<file path="src/rtl/de_pipe_reg.sv">
// de_pipe_reg: decode->execute pipeline register with hazard checking, stall watchdog and optional STALL_PERF_EN counters
module de_pipe_reg #(
  parameter int DATA_W     = 32,
  parameter int REG_AW     = 6,
  parameter int CTRL_W     = 12,
  parameter int WDOG_LIMIT = 16
)(
  input  logic              clk,
  input  logic              reset,
  input  logic              d_valid,
  input  logic [REG_AW-1:0] d_rs,
  input  logic [REG_AW-1:0] d_rt,
  input  logic [REG_AW-1:0] d_rd,
  input  logic [DATA_W-1:0] d_rd1,
  input  logic [DATA_W-1:0] d_rd2,
  input  logic [DATA_W-1:0] d_imm,
  input  logic [CTRL_W-1:0] d_ctrl,
  input  logic              d_stall,
  input  logic              e_flush,
  input  logic              e_stall,
  output logic              e_valid,
  output logic [REG_AW-1:0] e_rs,
  output logic [REG_AW-1:0] e_rt,
  output logic [REG_AW-1:0] e_rd,
  output logic [DATA_W-1:0] e_rd1,
  output logic [DATA_W-1:0] e_rd2,
  output logic [DATA_W-1:0] e_imm,
  output logic [CTRL_W-1:0] e_ctrl,
  output logic [1:0]        e_state,
  output logic              hz_err,
  output logic              wdog_timeout,
  output logic [15:0]       flush_cnt,
  output logic [15:0]       stall_cnt
);
  localparam int WW = $clog2(WDOG_LIMIT + 1);
  typedef enum logic [1:0] {RUN = 2'd0, HOLD = 2'd1, BUBBLE = 2'd2} state_t;
  state_t st;
  logic [WW-1:0] wcnt;
  logic bub;
  assign bub = e_flush | (~e_stall & d_stall);
  assign e_state = st;
  always_ff @(posedge clk) begin
    if (reset) begin
      e_valid      <= 1'b0;
      e_rs         <= '0;
      e_rt         <= '0;
      e_rd         <= '0;
      e_rd1        <= '0;
      e_rd2        <= '0;
      e_imm        <= '0;
      e_ctrl       <= '0;
      st           <= RUN;
      hz_err       <= 1'b0;
      wdog_timeout <= 1'b0;
      wcnt         <= '0;
    end else if (bub) begin
      e_valid <= 1'b0;
      e_rs    <= '0;
      e_rt    <= '0;
      e_rd    <= '0;
      e_rd1   <= '0;
      e_rd2   <= '0;
      e_imm   <= '0;
      e_ctrl  <= '0;
      st      <= BUBBLE;
      hz_err  <= hz_err | ~e_flush;
      wcnt    <= '0;
    end else if (e_stall) begin
      st           <= HOLD;
      wcnt         <= (wcnt == WW'(WDOG_LIMIT)) ? wcnt : wcnt + 1'b1;
      wdog_timeout <= wdog_timeout | (wcnt >= WW'(WDOG_LIMIT - 1));
    end else begin
      e_valid <= d_valid;
      e_rs    <= d_rs;
      e_rt    <= d_rt;
      e_rd    <= d_rd;
      e_rd1   <= d_rd1;
      e_rd2   <= d_rd2;
      e_imm   <= d_imm;
      e_ctrl  <= d_ctrl;
      st      <= RUN;
      wcnt    <= '0;
    end
  end
`ifdef STALL_PERF_EN
  always_ff @(posedge clk) begin
    if (reset) begin
      flush_cnt <= '0;
      stall_cnt <= '0;
    end else begin
      flush_cnt <= (bub && flush_cnt != 16'hFFFF) ? flush_cnt + 1'b1 : flush_cnt;
      stall_cnt <= (!bub && e_stall && stall_cnt != 16'hFFFF) ? stall_cnt + 1'b1 : stall_cnt;
    end
  end
`else
  assign flush_cnt = '0;
  assign stall_cnt = '0;
`endif
endmodule

</file>
<file path="config.mk">
export PLATFORM = sky130hd
export DESIGN_NAME = de_pipe_reg
export DESIGN_NICKNAME = d
export VERILOG_FILES = /design/src/rtl/de_pipe_reg.sv
export SDC_FILE = /design/constraint.sdc
export NUM_CORES = 1
export LEC_CHECK = 0
export ABC_AREA = 1
export CAP_MARGIN = 10
export CORE_ASPECT_RATIO = 1.5
export CORE_MARGIN = 3
export CORE_UTILIZATION = 39
export CTS_CLUSTER_DIAMETER = 120
export DETAILED_ROUTE_END_ITERATION = 10
export GPL_TIMING_DRIVEN = 1
export PLACE_DENSITY = 0.85
export REMOVE_ABC_BUFFERS = 1
export SYNTH_ARGS = -nofsm -noshare
export SYNTH_HDL_FRONTEND = slang
export SYNTH_SLANG_ARGS = --single-unit
</file>
<file path="constraint.sdc">
create_clock -name clk -period 1.75 [get_ports clk]
set_clock_uncertainty 0.1 [all_clocks]
set_input_delay 0.175 -clock clk [delete_from_list [all_inputs] [get_ports clk]]
set_output_delay 0.175 -clock clk [all_outputs]
set_load 0.01 [all_outputs]
</file>
==> metrics.cfg <==
[route]
dr.pass1.iters=4
drt-total-wl_mm=15.2
num_vias=4878
drc=0
drtIter0Drc=172
vias_per_cell=4.63
ant_nets=0
routedWlPerCell_microns=14.4

[yosys]
synth_area_per_cell_sq_um=8.37
ys_ff_latch=136
synth-edff-count=0
synthCells=638
synth.distinct_cells=22
ys_seq_area_frac=0.510
synth_area_sq_um=5340
yosys_warnings=0
synth_ff_type=dfxtp_1
async_flop_share=0

[global_routing]
grt_pass1_vias=4768
gr-total-overflow=0
antenna_found_initial=0
track_usage=0.199
grt_pass1_wl_mm=23.9
grt_max_degree=128

[power]
p_per_area_nw_per_um2=905
intPower_mw=6.00
ir_worst_vdd_mv=0.542
seq_power_share=0.418
p_leak_nw=3.28
clockPowerShare=0.469
switching_share=0.222
p_comb_frac=0.113
switchingPower_mw=1.72

[final_layout]
finalNonFillerCells=1054
fillers=1119
nets=1017
multi_input_area_sq_um=2230
drive_above_1_share=0.0458
utilization=0.645
area_growth_pct=59.5
antennaDiodeCount=0
seq_area_sq_um=2720

[clock_tree]
cts_max_level=4
cts_setup_buffers=0
cts_tree=yes
cts_resized=0
numCtsBuffers=17
cts_hold_buf=0
clock_sinks=136
clk_pin_slew_ns=0.05
cts_root_buffer=clkbuf_16
clock_latency_ns=0.39
clockBufferDepth=2

[setup_path]
worstPathCellList=clkdlybuf4s50_1
crit_path_max_incr_delay_ns=0.56
r2r_cells=5
cp-start-kind=flip-flop
path_class=flip-flop to output port
cp_max_fo=2
arrival_ns=1.34
reg2reg_slack_ns=0.42
r2r-start=wcnt[0]
slowest_stage=clkdlybuf4s50_1
end_kind=output port
worstPathRequired_ns=1.47
worstReg2RegEnd=wcnt[4]
startpoint=e_imm[7]
cp_num_cells=1
crit_family=buffers and inverters
worst-path-buf-inv=1
cp-endpoint=e_imm[7]

[floorplanning]
initial_core_util=0.404
die_w_microns=102
boundaryPins=295
fp.coreArea_sq_um=13200
dieHeight_microns=149
rows=51
dieArea_sq_um=15200

[worst_hold_path]
hp-class=input port to flip-flop

[placement]
dp_hpwl_mm=10.6
port_buffers=262
gp_congestion=0.773
dp_cells=1022

[run_status]
outcome=finished, final reports clean

[sta]
maxSlewHeadroom=0.620
fmax_mhz=620
setup_viol=0
hold_viol=0
post-route-period-util=0.922
min_period_ns=1.61
fin_hold_ws_ns=0.119
rsz0062_at_grt=false
drv_slew=0
tightestPinTransition_ns=0.570

[job]
drv_cap=0

[cells by family (layout without fill, tap and decap cells)]
kind of cell / after synthesis / in the layout / share of synthesized area
XOR/XNOR: 1 / 1 / 0.00164
adder cells (fa/ha/maj): 3 / 3 / 0.00703
other: 1 / 32 / 0.000702
flip-flops: 136 / 136 / 0.510
AO/OA/AOI/OAI: 130 / 130 / 0.183
AND/OR/NAND/NOR: 284 / 284 / 0.203
buffers and inverters: 83 / 309 / 0.0951
[how the worst min path moves through the flow]
stage,from,to,slack [ns],cells after the start
after floorplan,reset,e_state[1],0.15,1
after global placement,wdog_timeout,wdog_timeout,0.36,2
after detailed placement,wdog_timeout,wdog_timeout,0.35,2
after CTS,e_stall,e_state[1],0.11,4
after global routing,e_stall,e_state[1],0.14,4
final,e_stall,e_state[1],0.12,4
[final cells by class]
cell class,instances,area share
Tap cell,159,0.0234
Sequential cell,136,0.320
Clock buffer,21,0.0540
Inverter,10,0.00455
Timing Repair Buffer,267,0.319
Multi-Input combinational cell,450,0.262
Clock inverter,11,0.0173
[through the flow]
step | area, sq um | setup WS [ns] | power (mW) | setup TNS [ns]
final | 8520 | 0.137 | 7.71 | 0
after detailed placement | 7910 | 0.170 | 4.16 | 0
after CTS | 8520 | 0.101 | 7.81 | 0
after floorplan | 4990 | -0.981 | 3.57 | -124.59
after global routing | 8520 | 0.0896 | 8.02 | 0
after global placement | 7910 | 0.209 | 4.15 | 0
[metal layers]
layer / up-vias / share of wire / track usage / wire length, microns
met1: 2217 / 0.38 / 0.221 / 5820
met2: 175 / 0.53 / 0.349 / 8050
met3: 31 / 0.053 / 0.0496 / 807
li1: 2455 / - / - / -
met5: - / 0 / 0 / 0
met4: 0 / 0.036 / 0.0945 / 546
[Yosys cell counts (2+ instances only)]
| cell type | number | area share |
|---|---|---|
| buf_1 | 2 | 0.0014 |
| dfxtp_1 | 136 | 0.51 |
| buf_6 | 4 | 0.0084 |
| buf_2 | 22 | 0.021 |
| inv_1 | 8 | 0.0056 |
| buf_4 | 37 | 0.052 |
| a21boi_0 | 73 | 0.10 |
| inv_2 | 2 | 0.0014 |
| nor2_1 | 138 | 0.097 |
| ha_1 | 3 | 0.0070 |
| clkbuf_1 | 8 | 0.0056 |
| a21boi_1 | 54 | 0.076 |
| nand2_1 | 142 | 0.10 |
[sequential cells by signal (all words and copies together) (netlist names)]
register	cells
wcnt	5
e_rd	6
e_state	2
e_rd1	32
e_ctrl	12
e_rs	6
e_imm	32
e_valid	1
e_rt	6
hz_err	1
e_rd2	32
wdog_timeout	1
[worst min-delay path: cells and delay by family]
| kind | cells | cell delay, ns |
|---|---|---|
| AND/OR/NAND/NOR | 1 | 0.08 |
| buffers and inverters | 2 | 0.23 |
| AO/OA/AOI/OAI | 1 | 0.09 |
[power by group through the flow]
stage          registers, mW  logic [mW]  clock network [mW]
2_1_floorplan           3.33       0.243                   0
3_3_place_gp            3.29       0.861                   0
3_5_place_dp            3.29       0.872                   0
4_1_cts                 3.22       0.879                3.71
5_1_grt                 3.23       0.948                3.84
6_report                3.22       0.871                3.62
[cells in the final DEF (no fill, tap or decap)]
cell,synthesis,final
a21boi_0,73,73
a21boi_1,54,54
clkinvlp_4,0,4
nand3_1,1,1
inv_2,2,1
clkbuf_16,0,17
nor3_4,1,1
nor2_1,138,138
clkbuf_1,8,2
o21a_1,1,1
buf_12,0,5
a21oi_1,1,1
buf_4,37,1
a21oi_2,1,1
clkbuf_8,0,2
xnor2_1,1,1
nand4_1,1,1
clkinv_4,0,2
bufinv_16,0,3
nand2_1,142,142
clkdlybuf4s50_1,0,261
clkinv_2,0,3
conb_1,1,32
inv_1,8,8
ha_1,3,3
nand2_4,0,1
dfxtp_1,136,136
(Power assumes the default switching activity.)
